**src/rtl/proto_field_parser.sv**
```systemverilog
// proto_field_parser
// Streaming protobuf wire-format decoder. Consumes a serialized message one
// byte at a time, decodes keys, varints, fixed32/fixed64 values and length
// prefixes, tracks embedded-message nesting with a per-level remaining-length
// stack and emits one field event per field. Raw length-delimited payloads are
// forwarded combinationally on the pay_* stream.
//
// Ports:
//   clk, rst                      clock, asynchronous active-high reset
//   in_valid/in_ready/in_data     serialized input byte stream
//   in_last                       final byte of the top-level message
//   tag_valid/tag_ready           field-event handshake
//   tag_path                      field id per nesting level (level 0 in LSBs)
//   tag_depth                     nesting level of the emitted field
//   tag_wire_type, tag_value      wire type and decoded value / length
//   ld_descend                    on a wire-type-2 event: 1 = embedded message
//   pay_valid/pay_ready/pay_data  raw payload bytes, pay_last on final byte
//   err, err_code                 sticky error flag and cause
module proto_field_parser #(
  parameter int IDENTIFIER_SIZE   = 4,
  parameter int NUM_MSG_HIERARCHY = 3,
  parameter int LEN_WIDTH         = 16,
  parameter int DEPTH_W           = $clog2(NUM_MSG_HIERARCHY)
) (
  input  logic                                         clk,
  input  logic                                         rst,
  input  logic                                         in_valid,
  output logic                                         in_ready,
  input  logic [7:0]                                   in_data,
  input  logic                                         in_last,
  output logic                                         tag_valid,
  input  logic                                         tag_ready,
  output logic [NUM_MSG_HIERARCHY*IDENTIFIER_SIZE-1:0] tag_path,
  output logic [DEPTH_W-1:0]                           tag_depth,
  output logic [2:0]                                   tag_wire_type,
  output logic [63:0]                                  tag_value,
  input  logic                                         ld_descend,
  output logic                                         pay_valid,
  input  logic                                         pay_ready,
  output logic [7:0]                                   pay_data,
  output logic                                         pay_last,
  output logic                                         err,
  output logic [2:0]                                   err_code
);

  localparam logic [2:0] S_KEY    = 3'd0;
  localparam logic [2:0] S_VARINT = 3'd1;
  localparam logic [2:0] S_FIXED  = 3'd2;
  localparam logic [2:0] S_LENPFX = 3'd3;
  localparam logic [2:0] S_EMIT   = 3'd4;
  localparam logic [2:0] S_BYTES  = 3'd5;
  localparam logic [2:0] S_ERR    = 3'd6;

  localparam logic [2:0] E_WIRE     = 3'd1;
  localparam logic [2:0] E_OVERLONG = 3'd2;
  localparam logic [2:0] E_FIELD    = 3'd3;
  localparam logic [2:0] E_DEPTH    = 3'd4;
  localparam logic [2:0] E_LEN      = 3'd5;
  localparam logic [2:0] E_LAST     = 3'd6;

  localparam logic [31:0]        MAX_ID    = 32'((1 << IDENTIFIER_SIZE) - 1);
  localparam logic [DEPTH_W-1:0] TOP_DEPTH = DEPTH_W'(NUM_MSG_HIERARCHY - 1);

  typedef logic [NUM_MSG_HIERARCHY-1:0][IDENTIFIER_SIZE-1:0] path_t;
  typedef logic [NUM_MSG_HIERARCHY-1:0][LEN_WIDTH-1:0]       cnt_t;

  logic [2:0]           state_reg, state_next;
  logic [DEPTH_W-1:0]   depth_reg, depth_next;
  path_t                path_reg, path_next;
  cnt_t                 cnt_reg, cnt_next, cnt_dec;
  logic [63:0]          value_reg, value_next;
  logic [34:0]          key_reg, key_next;
  logic [3:0]           idx_reg, idx_next;
  logic [2:0]           wt_reg, wt_next;
  logic                 fix64_reg, fix64_next;
  logic [LEN_WIDTH-1:0] pay_cnt_reg, pay_cnt_next;
  logic                 last_pend_reg, last_pend_next;
  logic                 err_reg, err_next;
  logic [2:0]           err_code_reg, err_code_next;

  logic                 in_acc, byte_acc;
  logic [6:0]           shamt7;
  logic [5:0]           shamt8;
  logic [34:0]          key_full;
  logic [31:0]          key_fid;
  logic [2:0]           key_wt;
  logic [63:0]          var_full, fix_full;
  logic [DEPTH_W-1:0]   depth_inc;
  logic                 all_done;
  logic [DEPTH_W-1:0]   pop_depth;
  path_t                pop_path;
  logic                 fail, field_end, end_clear;
  logic [2:0]           fail_code;

  assign in_ready  = (state_reg == S_EMIT)  ? 1'b0 :
                     (state_reg == S_BYTES) ? pay_ready : 1'b1;
  assign in_acc    = in_valid && in_ready;
  assign byte_acc  = in_acc && (state_reg != S_ERR);

  assign tag_valid     = (state_reg == S_EMIT);
  assign tag_path      = path_reg;
  assign tag_depth     = depth_reg;
  assign tag_wire_type = wt_reg;
  assign tag_value     = value_reg;
  assign pay_data      = in_data;
  assign pay_valid     = (state_reg == S_BYTES) && in_valid;
  assign pay_last      = (state_reg == S_BYTES) && (pay_cnt_reg == LEN_WIDTH'(1));
  assign err           = err_reg;
  assign err_code      = err_code_reg;

  // 7-bit groups for varints, 8-bit lanes for fixed values; bits shifted past
  // the accumulator width fall off, which drops varint bits beyond 64.
  assign shamt7    = 7'(idx_reg) * 7'd7;
  assign shamt8    = {idx_reg[2:0], 3'b000};
  assign key_full  = key_reg | ({28'd0, in_data[6:0]} << shamt7);
  assign key_fid   = key_full[34:3];
  assign key_wt    = key_full[2:0];
  assign var_full  = value_reg | ({57'd0, in_data[6:0]} << shamt7);
  assign fix_full  = value_reg | ({56'd0, in_data} << shamt8);
  assign depth_inc = depth_reg + 1'b1;

  // Every accepted byte is consumed by each open embedded message.
  generate
    for (genvar gi = 0; gi < NUM_MSG_HIERARCHY; gi++) begin : g_cnt
      if (gi == 0) begin : g_top
        assign cnt_dec[gi] = '0;
      end else begin : g_nest
        assign cnt_dec[gi] = (byte_acc && (DEPTH_W'(gi) <= depth_reg)) ?
                             cnt_reg[gi] - 1'b1 : cnt_reg[gi];
      end
    end
  endgenerate

  // Pops cascade from the innermost level so several levels may close at once.
  always_comb begin
    all_done  = 1'b1;
    pop_depth = depth_reg;
    pop_path  = path_reg;
    for (int i = NUM_MSG_HIERARCHY - 1; i >= 1; i--) begin
      if ((DEPTH_W'(i) <= depth_reg) && (cnt_dec[i] != '0)) all_done = 1'b0;
      if ((pop_depth == DEPTH_W'(i)) && (cnt_dec[i] == '0)) begin
        pop_path[i] = '0;
        pop_depth   = DEPTH_W'(i - 1);
      end
    end
  end

  always_comb begin
    state_next     = state_reg;
    depth_next     = depth_reg;
    path_next      = path_reg;
    cnt_next       = cnt_dec;
    value_next     = value_reg;
    key_next       = key_reg;
    idx_next       = idx_reg;
    wt_next        = wt_reg;
    fix64_next     = fix64_reg;
    pay_cnt_next   = pay_cnt_reg;
    last_pend_next = last_pend_reg;
    err_next       = err_reg;
    err_code_next  = err_code_reg;
    fail           = 1'b0;
    fail_code      = '0;
    field_end      = 1'b0;
    end_clear      = 1'b0;

    case (state_reg)
      S_KEY: if (in_acc) begin
        if (in_data[7]) begin
          if (idx_reg == 4'd4) begin
            fail = 1'b1; fail_code = E_OVERLONG;
          end else if (in_last) begin
            fail = 1'b1; fail_code = E_LAST;
          end else begin
            key_next = key_full;
            idx_next = idx_reg + 1'b1;
          end
        end else if (key_wt inside {3'd3, 3'd4, 3'd6, 3'd7}) begin
          fail = 1'b1; fail_code = E_WIRE;
        end else if ((key_fid == 32'd0) || (key_fid > MAX_ID)) begin
          fail = 1'b1; fail_code = E_FIELD;
        end else if (in_last) begin
          fail = 1'b1; fail_code = E_LAST;
        end else begin
          path_next[depth_reg] = key_fid[IDENTIFIER_SIZE-1:0];
          wt_next    = key_wt;
          fix64_next = (key_wt == 3'd1);
          key_next   = '0;
          idx_next   = '0;
          value_next = '0;
          case (key_wt)
            3'd0:    state_next = S_VARINT;
            3'd2:    state_next = S_LENPFX;
            default: state_next = S_FIXED;
          endcase
        end
      end

      S_VARINT, S_LENPFX: if (in_acc) begin
        if (idx_reg == 4'd10) begin
          fail = 1'b1; fail_code = E_OVERLONG;
        end else begin
          value_next = var_full;
          idx_next   = idx_reg + 1'b1;
          if (!in_data[7]) begin
            if ((state_reg == S_LENPFX) &&
                ((var_full[63:LEN_WIDTH] != '0) ||
                 ((depth_reg != '0) && (var_full[LEN_WIDTH-1:0] > cnt_dec[depth_reg])))) begin
              fail = 1'b1; fail_code = E_LEN;
            end else if (in_last && (!all_done ||
                         ((state_reg == S_LENPFX) && (var_full != 64'd0)))) begin
              // A non-empty length prefix cannot finish the message.
              fail = 1'b1; fail_code = E_LAST;
            end else begin
              last_pend_next = in_last;
              state_next     = S_EMIT;
            end
          end else if (in_last) begin
            fail = 1'b1; fail_code = E_LAST;
          end
        end
      end

      S_FIXED: if (in_acc) begin
        value_next = fix_full;
        idx_next   = idx_reg + 1'b1;
        if (idx_reg[2:0] == (fix64_reg ? 3'd7 : 3'd3)) begin
          if (in_last && !all_done) begin
            fail = 1'b1; fail_code = E_LAST;
          end else begin
            last_pend_next = in_last;
            state_next     = S_EMIT;
          end
        end else if (in_last) begin
          fail = 1'b1; fail_code = E_LAST;
        end
      end

      S_EMIT: if (tag_ready) begin
        idx_next = '0;
        if ((wt_reg == 3'd2) && (value_reg != 64'd0)) begin
          if (ld_descend) begin
            if (depth_reg == TOP_DEPTH) begin
              fail = 1'b1; fail_code = E_DEPTH;
            end else begin
              depth_next          = depth_inc;
              cnt_next[depth_inc] = value_reg[LEN_WIDTH-1:0];
              state_next          = S_KEY;
            end
          end else begin
            pay_cnt_next = value_reg[LEN_WIDTH-1:0];
            state_next   = S_BYTES;
          end
        end else begin
          field_end = 1'b1;
          end_clear = last_pend_reg;
        end
      end

      S_BYTES: if (in_acc) begin
        pay_cnt_next = pay_cnt_reg - 1'b1;
        if (pay_cnt_reg == LEN_WIDTH'(1)) begin
          if (in_last && !all_done) begin
            fail = 1'b1; fail_code = E_LAST;
          end else begin
            field_end = 1'b1;
            end_clear = in_last;
          end
        end else if (in_last) begin
          fail = 1'b1; fail_code = E_LAST;
        end
      end

      S_ERR: ;

      default: state_next = S_KEY;
    endcase

    if (field_end) begin
      state_next     = S_KEY;
      last_pend_next = 1'b0;
      if (end_clear) begin
        depth_next = '0;
        path_next  = '0;
        cnt_next   = '0;
      end else begin
        depth_next = pop_depth;
        path_next  = pop_path;
      end
    end

    // A byte arriving after an embedded message has been fully consumed means
    // an inner field ran past its enclosing length.
    if (byte_acc && (depth_reg != '0) && (cnt_reg[depth_reg] == '0)) begin
      fail = 1'b1; fail_code = E_LEN;
    end

    if (fail) begin
      state_next    = S_ERR;
      err_next      = 1'b1;
      err_code_next = fail_code;
    end
  end

  always_ff @(posedge clk or posedge rst) begin
    if (rst) begin
      state_reg     <= S_KEY;
      depth_reg     <= '0;
      path_reg      <= '0;
      cnt_reg       <= '0;
      value_reg     <= '0;
      key_reg       <= '0;
      idx_reg       <= '0;
      wt_reg        <= '0;
      fix64_reg     <= 1'b0;
      pay_cnt_reg   <= '0;
      last_pend_reg <= 1'b0;
      err_reg       <= 1'b0;
      err_code_reg  <= '0;
    end else begin
      state_reg     <= state_next;
      depth_reg     <= depth_next;
      path_reg      <= path_next;
      cnt_reg       <= cnt_next;
      value_reg     <= value_next;
      key_reg       <= key_next;
      idx_reg       <= idx_next;
      wt_reg        <= wt_next;
      fix64_reg     <= fix64_next;
      pay_cnt_reg   <= pay_cnt_next;
      last_pend_reg <= last_pend_next;
      err_reg       <= err_next;
      err_code_reg  <= err_code_next;
    end
  end

endmodule

```
**config.mk**
```make
export PLATFORM = sky130hd
export DESIGN_NAME = proto_field_parser
export DESIGN_NICKNAME = d
export VERILOG_FILES = /design/src/rtl/proto_field_parser.sv
export SDC_FILE = /design/constraint.sdc
export NUM_CORES = 1
export LEC_CHECK = 0
export CORE_MARGIN = 3
export CORE_UTILIZATION = 55
export DETAILED_ROUTE_END_ITERATION = 8
export GPL_TIMING_DRIVEN = 0
export PLACE_DENSITY_LB_ADDON = 0.12
export SETUP_SLACK_MARGIN = 0.02
export SLEW_MARGIN = 5
export SYNTH_ARGS = -nofsm -noshare
export SYNTH_HDL_FRONTEND = slang
export SYNTH_SLANG_ARGS = --single-unit
```
**constraint.sdc**
```tcl
create_clock -name clk -period 15.17 [get_ports clk]
set_input_delay 3.034 -clock clk [delete_from_list [all_inputs] [get_ports clk]]
set_output_delay 3.034 -clock clk [all_outputs]
set_load 0.02 [all_outputs]
```
==> flow_metrics.tcl <==
set metrics [dict create \
    drc 0 \
    ys.flop_type "dfrtp_1" \
    initial_core_util_pct 56.88 \
    avgSynthCellArea_um2 8.423 \
    synthTopCellsByArea "dfrtp_1, a21oi_1, nand2_1" \
    power_frac_clock_pct 46.7 \
    synth.distinct_cells 100 \
    vias 12190 \
    numClockSinks 193 \
    r2r_cells 22 \
    ys_warn_count 0 \
    p_seq_share_pct 48.6 \
    grt_max_degree 106 \
    dp_hpwl_um 29520 \
    fmax_mhz 131.1 \
    clk_latency_ns 0.45 \
    yosys_register_bits 193 \
    grt_use_met3_pct 5.400 \
    final_area_um2 14270 \
    whs_endpoint "key_reg[25]$_DFFE_PP0P_" \
    place_congestion 0.9816 \
    leakagePower_nw 6.871 \
    p_int_mw 0.7657 \
    htreeDepth 4 \
    grtUsageMet2_pct 52.27 \
    hold_path.class "flop to flop" \
    peakVddDrop_mv 0.07200 \
    fp.coreArea_um2 21350 \
    synth_cells 1442 \
    hold-worst-slack_ns 0.4610 \
    tritoncts "done" \
    synth_area_um2 12150 \
    gr-usage-all-layers_pct 33.98 \
    setup_violations 0 \
    required_ns 12.14 \
    grt_pass1_wl_um 64450 \
    wl_per_cell_um 22.09 \
    timing.final.hold_violations 0 \
    status "finished, final reports clean" \
    dpl_cell_area_um2 13620 \
    clock-root-buffer "clkbuf_16" \
    dp_cells 1825 \
    dieArea_um2 23900 \
    grt_pass1_vias 11520 \
    die_y_um 154.6 \
    maxCapViolations 0 \
    relSlewSlack_pct 23.80 \
    ant_nets 0 \
    fin_setup_tns_ns 0 \
    routed_wl_um 41020 \
    power.total_mw 1.063 \
    postCtsSetupBuffers 0 \
    cts.repair.resized 0 \
    worst_setup_path_start_kind "primary input" \
    comb_power_share_pct 4.8 \
    async_reset_ff_share_pct 100.0 \
    synthTopCellsByCount "dfrtp_1, a21oi_1, nand2_1" \
    arrival_ns 4.59 \
    endpoint_kind "output pin" \
    dp_slack_ns 7.359 \
    yosysSeqAreaShare_pct 39.77 \
    synth_top_area_share_pct 39.77 \
    via_per_inst 6.565 \
    largest_register_ffs 64 \
    antenna_found_initial 0 \
    drt-pass1-iter-count 8 \
    finalNetCount 1612 \
    fin_crit_sh_pct 50.27 \
    p_switching_mw 0.2972 \
    switching_share_pct 27.96 \
    fp.dieW_um 154.6 \
    synth_top_cell_by_area "dfrtp_1" \
    path_max_fanout 4 \
    row_count 53 \
    timing.rr.end "state_reg[2]$_DFFE_PP0P_" \
    synth.most_common_cell "dfrtp_1" \
    synth_nets 1485 \
    drive_gt1_share_pct 7.269 \
    grt-ovfl-total 0 \
    fin_ws_ns 7.544 \
    hold_buffers 0 \
    n_antenna_cell 0 \
    whs_path_depth 1 \
    cts_buffers 17 \
    finalNonFillerCells 1857 \
    syn_to_final_growth_pct 17.53 \
    io_pins 112 \
    worstSetupPathType "primary input to output pin" \
    grt-busiest-layer "met2" \
    drv_slew 0 \
    grtUsageMet1_pct 47.65 \
    clockBufferDepth 2 \
    fin_util_pct 66.85 \
    rsz0062_at_grt "false" \
    holdCritStartpoint "key_reg[25]$_DFFE_PP0P_" \
    r2r_slack_ns 9.27 \
    worst_pin_slew_ns 1.135 \
    powerDensity_nw_per_um2 74.46 \
    min_period_ns 7.626 \
    io_buffers 106 \
    timing.rr.start "tag_depth[0]$_DFFE_PP0P_" \
    skew_ns 0.01861 \
    first_iter_violations 1217 \
    clk_pin_slew_ns 0.09 \
    synth-edff-count 0 \
]
worst max-delay path, stage by stage:
cell and delay (ns):
clkdlybuf4s50_1 0.55, inv_1 0.10, a21oi_1 0.25, clkdlybuf4s50_1 0.65
cells in the final DEF (no fill, tap or decap), types with 17 or more instances in the layout:
cell type	count
nor2_1	144
a21oi_1	185
clkdlybuf4s50_1	106
and3_1	25
clkbuf_1	77
nor3_1	43
inv_1	25
nand2_1	163
dfrtp_1	193
nor2b_1	23
nor4_1	44
a21o_1	72
a211oi_1	28
ha_1	28
nand3_1	31
clkbuf_16	17
o21ai_0	49
o22a_1	20
power groups by stage:
stage / registers, mW / clock network [mW] / logic [mW]
after global placement: 0.527 / 0 / 0.0489
after CTS: 0.516 / 0.497 / 0.0504
after global routing: 0.516 / 0.519 / 0.0545
after detailed placement: 0.526 / 0 / 0.0503
final: 0.516 / 0.496 / 0.0509
after floorplan: 0.527 / 0 / 0.0286
how the worst max path moves through the flow:
stage | to | start | cells past startpoint | slack [ns]
floorplan | cnt_reg[0]$_DFF_PP0_ | rst | 1 | 6.88
finish | in_ready | pay_ready | 4 | 7.54
CTS | in_ready | pay_ready | 4 | 7.57
detailed placement | state_reg[2]$_DFFE_PP0P_ | pay_ready | 19 | 7.36
global placement | cnt_reg[16]$_DFF_PP0_ | rst | 2 | 4.29
global route | state_reg[2]$_DFFE_PP0P_ | pay_ready | 19 | 7.42
cells by family (layout without fill, tap and decap cells):
logic type / count (synthesis) / after routing / share of synthesized area (%)
compound gates: 462 / 462 / 24.86
xor+xnor: 32 / 32 / 2.308
fa+ha+maj: 29 / 29 / 2.967
buf+inv: 135 / 275 / 5.254
flops: 193 / 193 / 39.77
mux: 4 / 4 / 0.3503
simple gates: 587 / 587 / 24.50
cell type report:
type | instances | area, µm²
plain buffers | 108 | 536.8
clock buffers | 17 | 425.4
clock inverters | 15 | 229.0
fillers | 1815 | 7078
inverters | 27 | 108.9
multi-input cells | 1114 | 6705
flip-flops and latches | 193 | 4830
well taps | 275 | 344.1
repair buffers | 108 | 1096
per-layer routing:
layer	share of wire [%]	vias to the layer above	wire [µm]
li1	-	5489	-
met1	41	5849	16630
met2	45	732	18500
met3	9.9	122	4050
met4	4.5	0	1833
met5	0	-	0
Power figures use the tool's default switching activity.
